===== src/rtl/tx_byte_buffer.sv =====
// Byte FIFO feeding the UART transmit handshake: each byte is presented as a held
// level on TX_D_Valid and retired once the transmitter has gone busy and back to idle.
module tx_byte_buffer #(
  parameter int DATA_WIDTH  = 8,
  parameter int DEPTH       = 8,
  parameter int ADDR_WIDTH  = 3,
  parameter int ACK_TIMEOUT = 255
) (
  input  logic                  CLK,
  input  logic                  RST,
  input  logic [DATA_WIDTH-1:0] WR_DATA,
  input  logic                  WR_EN,
  output logic                  FULL,
  output logic                  EMPTY,
  output logic [ADDR_WIDTH:0]   COUNT,
  output logic                  OVERFLOW,
  output logic                  TIMEOUT_ERR,
  input  logic                  TX_Busy,
  output logic [DATA_WIDTH-1:0] TX_P_DATA,
  output logic                  TX_D_Valid
);

  typedef enum logic [1:0] {IDLE, SEND, WAIT_DONE} state_t;

  localparam logic [ADDR_WIDTH:0]   CNT_ONE  = (ADDR_WIDTH+1)'(1);
  localparam logic [ADDR_WIDTH:0]   CNT_FULL = (ADDR_WIDTH+1)'(DEPTH);
  localparam logic [ADDR_WIDTH-1:0] PTR_ONE  = ADDR_WIDTH'(1);
  localparam logic [8:0]            TMO_LAST = 9'(ACK_TIMEOUT - 1);
  localparam logic [7:0]            TMO_MAX  = 8'hFF;

  state_t state, state_nxt;

  logic [DATA_WIDTH-1:0] mem [DEPTH];
  logic [ADDR_WIDTH-1:0] wr_ptr, rd_ptr;
  logic [ADDR_WIDTH:0]   count_nxt;
  logic [7:0]            tmo_cnt;

  logic wr_ok;
  logic pop;
  logic tmo_hit;
  logic valid_clr;
  logic tmo_fire;
  logic tmo_inc;

  // FULL is the registered flag, so a write in the cycle of a pop from a full FIFO is still rejected
  assign wr_ok   = WR_EN && !FULL;
  assign tmo_hit = {1'b0, tmo_cnt} >= TMO_LAST;

  // ---------------- FSM: state register ----------------
  always_ff @(posedge CLK) begin
    if (RST) state <= IDLE;
    else     state <= state_nxt;
  end

  // ---------------- FSM: next state ----------------
  always_comb begin
    state_nxt = state;
    unique case (state)
      IDLE:      if (!EMPTY && !TX_Busy) state_nxt = SEND;
      SEND: begin
        if (TX_Busy)      state_nxt = WAIT_DONE;
        else if (tmo_hit) state_nxt = IDLE;
      end
      WAIT_DONE: if (!TX_Busy) state_nxt = IDLE;
      default:   state_nxt = IDLE;
    endcase
  end

  // ---------------- FSM: control outputs ----------------
  always_comb begin
    pop       = 1'b0;
    valid_clr = 1'b0;
    tmo_fire  = 1'b0;
    tmo_inc   = 1'b0;
    unique case (state)
      IDLE: pop = !EMPTY && !TX_Busy;
      SEND: begin
        if (TX_Busy) begin
          valid_clr = 1'b1;
        end else if (tmo_hit) begin
          valid_clr = 1'b1;
          tmo_fire  = 1'b1;
        end else begin
          tmo_inc = 1'b1;
        end
      end
      default: ;
    endcase
  end

  // ---------------- FIFO storage (never cleared) ----------------
  always_ff @(posedge CLK) begin
    if (wr_ok) mem[wr_ptr] <= WR_DATA;
  end

  always_comb begin
    count_nxt = COUNT;
    unique case ({wr_ok, pop})
      2'b10:   count_nxt = COUNT + CNT_ONE;
      2'b01:   count_nxt = COUNT - CNT_ONE;
      default: count_nxt = COUNT;
    endcase
  end

  always_ff @(posedge CLK) begin
    if (RST) begin
      wr_ptr <= '0;
      rd_ptr <= '0;
      COUNT  <= '0;
      EMPTY  <= 1'b1;
      FULL   <= 1'b0;
    end else begin
      if (wr_ok) wr_ptr <= wr_ptr + PTR_ONE;
      if (pop)   rd_ptr <= rd_ptr + PTR_ONE;
      COUNT <= count_nxt;
      EMPTY <= (count_nxt == '0);
      FULL  <= (count_nxt == CNT_FULL);
    end
  end

  // ---------------- Transmit presentation ----------------
  always_ff @(posedge CLK) begin
    if (RST) begin
      TX_P_DATA  <= '0;
      TX_D_Valid <= 1'b0;
    end else begin
      if (pop)            TX_P_DATA <= mem[rd_ptr];
      if (pop)            TX_D_Valid <= 1'b1;
      else if (valid_clr) TX_D_Valid <= 1'b0;
    end
  end

  // Acknowledge timer saturates rather than wrapping
  always_ff @(posedge CLK) begin
    if (RST || pop)                  tmo_cnt <= '0;
    else if (tmo_inc && tmo_cnt != TMO_MAX) tmo_cnt <= tmo_cnt + 8'd1;
  end

  // ---------------- Sticky error flags ----------------
  always_ff @(posedge CLK) begin
    if (RST) begin
      OVERFLOW    <= 1'b0;
      TIMEOUT_ERR <= 1'b0;
    end else begin
      if (WR_EN && FULL) OVERFLOW    <= 1'b1;
      if (tmo_fire)      TIMEOUT_ERR <= 1'b1;
    end
  end

endmodule


===== config.mk =====
export PLATFORM = sky130hd
export DESIGN_NAME = tx_byte_buffer
export DESIGN_NICKNAME = d
export VERILOG_FILES = /design/src/rtl/tx_byte_buffer.sv
export SDC_FILE = /design/constraint.sdc
export NUM_CORES = 1
export LEC_CHECK = 0
export ABC_AREA = 1
export BUFFER_PORTS_ARGS = -buffer_cell sky130_fd_sc_hd__buf_2
export CAP_MARGIN = 20
export CORE_MARGIN = 3
export CORE_UTILIZATION = 64
export DETAILED_ROUTE_END_ITERATION = 6
export PLACE_DENSITY = 0.84
export SYNTH_ARGS = -nofsm -noshare
export SYNTH_HDL_FRONTEND = slang
export SYNTH_SLANG_ARGS = --single-unit

===== constraint.sdc =====
create_clock -name CLK -period 3.2 [get_ports CLK]
set_input_delay 0.48 -clock CLK [delete_from_list [all_inputs] [get_ports CLK]]
set_output_delay 0.48 -clock CLK [all_outputs]
set_load 0.005 [all_outputs]

# Word-level counts from Yosys, hierarchy flattened
# Memories as Yosys holds them, arrays and structs flattened. A register that Yosys moved wholly into a read port is not among the register bits.
# Index checks and enable logic that the tools add are counted.
dict set report classes {
  addsub 5
  magnitude_cmp 1
  n_eq_ne 9
  muxes 19
  n_reduce_logical 12
}
# operator count
set ops {}
lappend ops {{$mux W1} 13}
lappend ops {{$add A8 B1 Y8 const B} 1}
lappend ops {{$ge A8 B8 Y1 const B} 1}
lappend ops {{$mux W2} 4}
lappend ops {{$ne A8 B8 Y1 const B} 1}
lappend ops {{$pmux W4 S2} 1}
lappend ops {{$add A3 B1 Y3 const B} 2}
lappend ops {{$pmux W2 S3} 1}
lappend ops {{$add A4 B1 Y4 const B} 1}
lappend ops {{$eq A2 B1 Y1 const B} 2}
lappend ops {{$eq A2 B2 Y1 const B} 2}
lappend ops {{$eq A4 B4 Y1 const B} 1}
lappend ops {{$logic_and A1 B1 Y1} 4}
lappend ops {{$logic_not A4 Y1} 1}
lappend ops {{$ne A2 B2 Y1 const B} 2}
lappend ops {{$sub A4 B1 Y4 const B} 1}
lappend ops {{$logic_not A1 Y1} 3}
lappend ops {{$ne A3 B3 Y1 const B} 1}
lappend ops {{$reduce_and A3 Y1} 1}
lappend ops {{$logic_not A2 Y1} 1}
lappend ops {{$reduce_bool A2 Y1} 1}
lappend ops {{$logic_or A1 B1 Y1} 1}
dict set report totals {
  register_bits 25
  ram_bits 64
  input_bits 12
  out_inout_bits 17
  wordCells 57
  memories 1
}
# name depth width rd rd_ports_with_merged_regs wr line
set mem_list {}
lappend mem_list {mem 8 8 1 1 1 33} ;# logic [DATA_WIDTH-1:0] mem [DEPTH];

# Logic depth before layout (Yosys ltp)
dict set report logic_depth {
  ltp_word 6
  mapped_depth 16
  ltp_nobuf 15
}

# Least setup slack after synthesis
# No wires, ideal clock.
dict set report synth_timing {
  path_type {input to register}
  start {input port TX_Busy}
  end {register EMPTY}
  setup_ns 0.109
  t_arrival_ns 1.934
  required_time_ns 3.091
  slack_ns 1.157
  path_stages 16
  n_path_buf 1
  path_cell_list {nor2_1 -> nand2_1 -> buf_4 -> inv_2 -> ha_1 -> nand2_1 -> inv_1 -> nor2_1 -> ha_1 -> inv_1 -> o21ai_0 -> nor2_1 -> nand3_1 -> nand2_1 -> nand2_1 -> inv_1}
}
dict set report synth_between {
  elab_chain_cells 6
  elab_cells_between_ends 7
  classes_between {eq/ne (2); mux (2); reduce/logical (3)}
}
# element line
set synth_rtl {}
lappend synth_rtl {{start, declared} 18} ;# input logic TX_Busy,
lappend synth_rtl {{$logic_not A1 Y1 (*)} 76} ;# IDLE: pop = !EMPTY && !TX_Busy;
lappend synth_rtl {{$logic_and A1 B1 Y1 (*)} 76}
lappend synth_rtl {{$mux W1 (*)} 75} ;# unique case (state)
lappend synth_rtl {{via pop} 39} ;# logic pop;
lappend synth_rtl {{$eq A2 B1 Y1 or $eq A2 B2 Y1 (tied branches)} 98} ;# unique case ({wr_ok, pop})
lappend synth_rtl {{$pmux W4 S2 (*)} 98}
lappend synth_rtl {{$logic_not A4 Y1 (*)} 116} ;# EMPTY <= (count_nxt == '0);
lappend synth_rtl {{end signal, assigned} 116}
lappend synth_rtl {{end, declared} 14} ;# output logic EMPTY,
# Mark *: on every way through the listed nets, which the timed path passes. The rest lies on a longest branch.
# A chain may end at the register's enable or synchronous reset.

# Worst setup path after layout
dict set report layout_timing {
  start {register EMPTY}
  end {register EMPTY}
}
dict set report layout_between {
  elab_chain_cells 6
  elab_cells_between_ends 7
  classes_between {eq/ne (2); mux (2); reduce/logical (3)}
}
# element line
set layout_rtl {}
lappend layout_rtl {{$logic_not A1 Y1 (*)} 76}
lappend layout_rtl {{$logic_and A1 B1 Y1 (*)} 76}
lappend layout_rtl {{$mux W1 (*)} 75}
lappend layout_rtl {{via pop} 39}
lappend layout_rtl {{$eq A2 B1 Y1 or $eq A2 B2 Y1 (tied branches)} 98}
lappend layout_rtl {{$pmux W4 S2 (*)} 98}
lappend layout_rtl {{$logic_not A4 Y1 (*)} 116}
# Marked as above.

==> results_dict.tcl <==
set metrics [dict create \
    most-common-layout-cells "sky130_fd_sc_hd__nor2_1, sky130_fd_sc_hd__edfxtp_1, sky130_fd_sc_hd__nand2_1" \
    hold_violations 0 \
    synth_area_mm2 0.00408 \
    first_global_vias 2674 \
    synth_top_area_share 0.471 \
    die_w_um 85.8 \
    max-cap-violations 0 \
    layout.filler_cells 422 \
    unrepaired_setup_endpoints_after_global_routing "no" \
    ys_seq_elements 97 \
    clock_input_transition_at_the_sequential_cells_of_the_worst_setup_and_hold_paths_ns 0.08 \
    r2r_path_end "EMPTY$_SDFF_PP1_" \
    grt_antenna_before_repair 0 \
    clock_tree.buffer_depth 2 \
    postRouteAntennaNets 0 \
    fp.dieArea_mm2 0.00737 \
    cts_sinks 97 \
    ys_types 32 \
    startpoint_type "flip-flop" \
    synth-seq-area-share 0.633 \
    final_min_period_over_clock_period 0.704 \
    static-leakage-power_nw 1.71 \
    yosys_most_used_dff "sky130_fd_sc_hd__edfxtp_1" \
    post_cts_resize_count 0 \
    htree_num_levels 3 \
    routed-via-count 2849 \
    syn2layout_area_growth_pct 9.20 \
    grt_start_max_net_pins 35 \
    worst-endpoint-arrival_ns 2.51 \
    number_of_buffer_cells_added_on_primary_ports 28 \
    final.setup_skew_ns 0.00792 \
    worst_r2r_startpoint "EMPTY$_SDFF_PP1_" \
    finalWorstPathRequiredPeriod_ns 2.25 \
    type_of_the_worst_setup_path "flip-flop to flip-flop" \
    ys_async_sr_fraction 0 \
    floorplan.initialDensity 0.673 \
    grt_overflow 0 \
    synth-warning-count 0 \
    cts_inserted_buffers 9 \
    cp-endpoint "EMPTY$_SDFF_PP1_" \
    tightest_slew_ns 0.936 \
    nets 435 \
    reg2regPathDepth 15 \
    hp-start "WR_EN" \
    power.ir.vdd_worst_v 0.000446 \
    drive_above_1_share 0.169 \
    multi_input_comb_area_mm2 0.00132 \
    fp.coreArea_mm2 0.00606 \
    detail_route.first_pass.iterations 7 \
    synth.area.top_cells "sky130_fd_sc_hd__edfxtp_1, sky130_fd_sc_hd__dfxtp_1, sky130_fd_sc_hd__nor2_1, sky130_fd_sc_hd__nand2_1, sky130_fd_sc_hd__o21ai_0" \
    dp_hpwl_um 5280 \
    fin_total_pwr_mw 2.88 \
    worst-r2r-setup-slack_ns 0.95 \
    diodes 0 \
    postCtsHoldBufs 0 \
    synth_top_area_cell "sky130_fd_sc_hd__edfxtp_1" \
    final_critical_path_setup_slack_ns 0.948 \
    grt_pass1_wl_um 13100 \
    cts_setup_buffers 0 \
    setup_viols_final 0 \
    worstPathRequired_ns 3.46 \
    wl_per_cell_um 16.3 \
    power_density_mw_per_mm2 646 \
    design.portCount 29 \
    globalRouteTotalUtil 0.237 \
    first_iter_violations 323 \
    synthCells 385 \
    synth.net_count 404 \
    fin_worst_hold_slack_ns 0.370 \
    tns_ns 0 \
    tightest_hold_check_type "primary input to flip-flop" \
    timing.max_slew.rel_slack 0.373 \
    crit_path_start "EMPTY$_SDFF_PP1_" \
    std_cell_rows 28 \
    clock-root-buffer "sky130_fd_sc_hd__clkbuf_8" \
    critPathCaptureType "flip-flop" \
    number_of_enable_flip_flop_cells_after_synthesis 64 \
    regArea_mm2 0.00258 \
    place.gp.congestion 0.818 \
    die_h_um 85.8 \
    syn-mean-instance-area_um2 10.6 \
    detail_route.wirelength_um 8100 \
    report.final.slew_viol_count 0 \
    detail_route.vias_per_cell 5.74 \
    route.detailed.drc 0 \
    max_clock_freq_mhz 444 \
    tritoncts "done" \
    clock_insertion_delay_worst_skew_ns 0.36 \
    crit_fanout 11 \
    place_worst_setup_slack_ns 0.636 \
    result_of_the_run "finished clean" \
]
## worst min-delay path by stage
stage	to	cells past startpoint
4_1_cts	OVERFLOW$_SDFFE_PP0P_	3
5_1_grt	OVERFLOW$_SDFFE_PP0P_	3
6_report	OVERFLOW$_SDFFE_PP0P_	3
3_3_place_gp	TIMEOUT_ERR$_SDFFE_PP0P_	1
3_5_place_dp	OVERFLOW$_SDFFE_PP0P_	2
2_1_floorplan	wr_ptr[0]$_SDFFE_PP0P_	2
## per-stage QoR
step	instance area (um^2)	utilization	std cells
2_1_floorplan	4080	-	385
3_3_place_gp	4290	0.708	480
3_5_place_dp	4290	0.708	480
4_1_cts	4460	0.735	496
5_1_grt	4460	0.735	496
6_report	4460	0.735	496
## cells by family after synthesis
family	synth area share
AOI/OAI and AO/OA	0.114
and+or+nand+nor	0.171
adders and majority gates	0.0215
xor gates and xnor gates	0.0172
buffers and inverters	0.0442
DFF	0.633
## area by class of cell
cell class,count,area share
Clock buffer,11,0.0295
Clock inverter,5,0.00730
Inverter,30,0.0270
Multi-Input combinational cell,245,0.296
Sequential cell,97,0.580
Tap cell,75,0.0211
Timing Repair Buffer,33,0.0399
## cells in the mapped netlist, types with 4 or more instances
| master | n |
|---|---|
| sky130_fd_sc_hd__a21oi_1 | 8 |
| sky130_fd_sc_hd__a21oi_2 | 8 |
| sky130_fd_sc_hd__buf_2 | 6 |
| sky130_fd_sc_hd__clkbuf_1 | 6 |
| sky130_fd_sc_hd__dfxtp_1 | 33 |
| sky130_fd_sc_hd__edfxtp_1 | 64 |
| sky130_fd_sc_hd__ha_1 | 7 |
| sky130_fd_sc_hd__inv_1 | 25 |
| sky130_fd_sc_hd__nand2_1 | 49 |
| sky130_fd_sc_hd__nand2_2 | 8 |
| sky130_fd_sc_hd__nand3_1 | 27 |
| sky130_fd_sc_hd__nor2_1 | 64 |
| sky130_fd_sc_hd__o211ai_1 | 8 |
| sky130_fd_sc_hd__o21ai_0 | 35 |
| sky130_fd_sc_hd__o21ai_1 | 4 |
| sky130_fd_sc_hd__o221ai_1 | 8 |
| sky130_fd_sc_hd__xnor2_1 | 4 |
| sky130_fd_sc_hd__xor2_1 | 4 |
## routing by layer
metal / GRT usage / wire [um] / up-vias
met1: 0.331 / 3410 / 1313
met4: 0.0878 / 151 / 0
met2: 0.365 / 3930 / 129
met3: 0.0548 / 599 / 18
li1: - / - / 1389
met5: 0 / 0 / -
## report_power, final
group / internal (mW) / switching [mW]
logic: 0.229 / 0.405
registers: 1.47 / 0.0917
clock network: 0.282 / 0.403
total: 1.98 / 0.899
## flip-flops by register name (all words and copies together) (netlist names)
name and count:
TX_P_DATA 8, COUNT 4, OVERFLOW 1, TIMEOUT_ERR 1, TX_D_Valid 1, EMPTY 1, tmo_cnt 8, wr_ptr 3
FULL 1, mem 64, rd_ptr 3, state 2
## worst max-delay path, cell delays in order (launching register included)
cell and delay (ns):
sky130_fd_sc_hd__dfxtp_1 0.33, sky130_fd_sc_hd__nor2_1 0.11, sky130_fd_sc_hd__nand2_1 0.28, sky130_fd_sc_hd__inv_2 0.19, sky130_fd_sc_hd__ha_1 0.22, sky130_fd_sc_hd__nand2_1 0.06
sky130_fd_sc_hd__inv_1 0.06, sky130_fd_sc_hd__nor2_1 0.05, sky130_fd_sc_hd__ha_1 0.26, sky130_fd_sc_hd__inv_1 0.03, sky130_fd_sc_hd__o21ai_0 0.21, sky130_fd_sc_hd__nor2_1 0.08
sky130_fd_sc_hd__nand3_1 0.10, sky130_fd_sc_hd__nand2_1 0.05, sky130_fd_sc_hd__nand2_1 0.07, sky130_fd_sc_hd__inv_1 0.03
(Power assumes the default switching activity.)
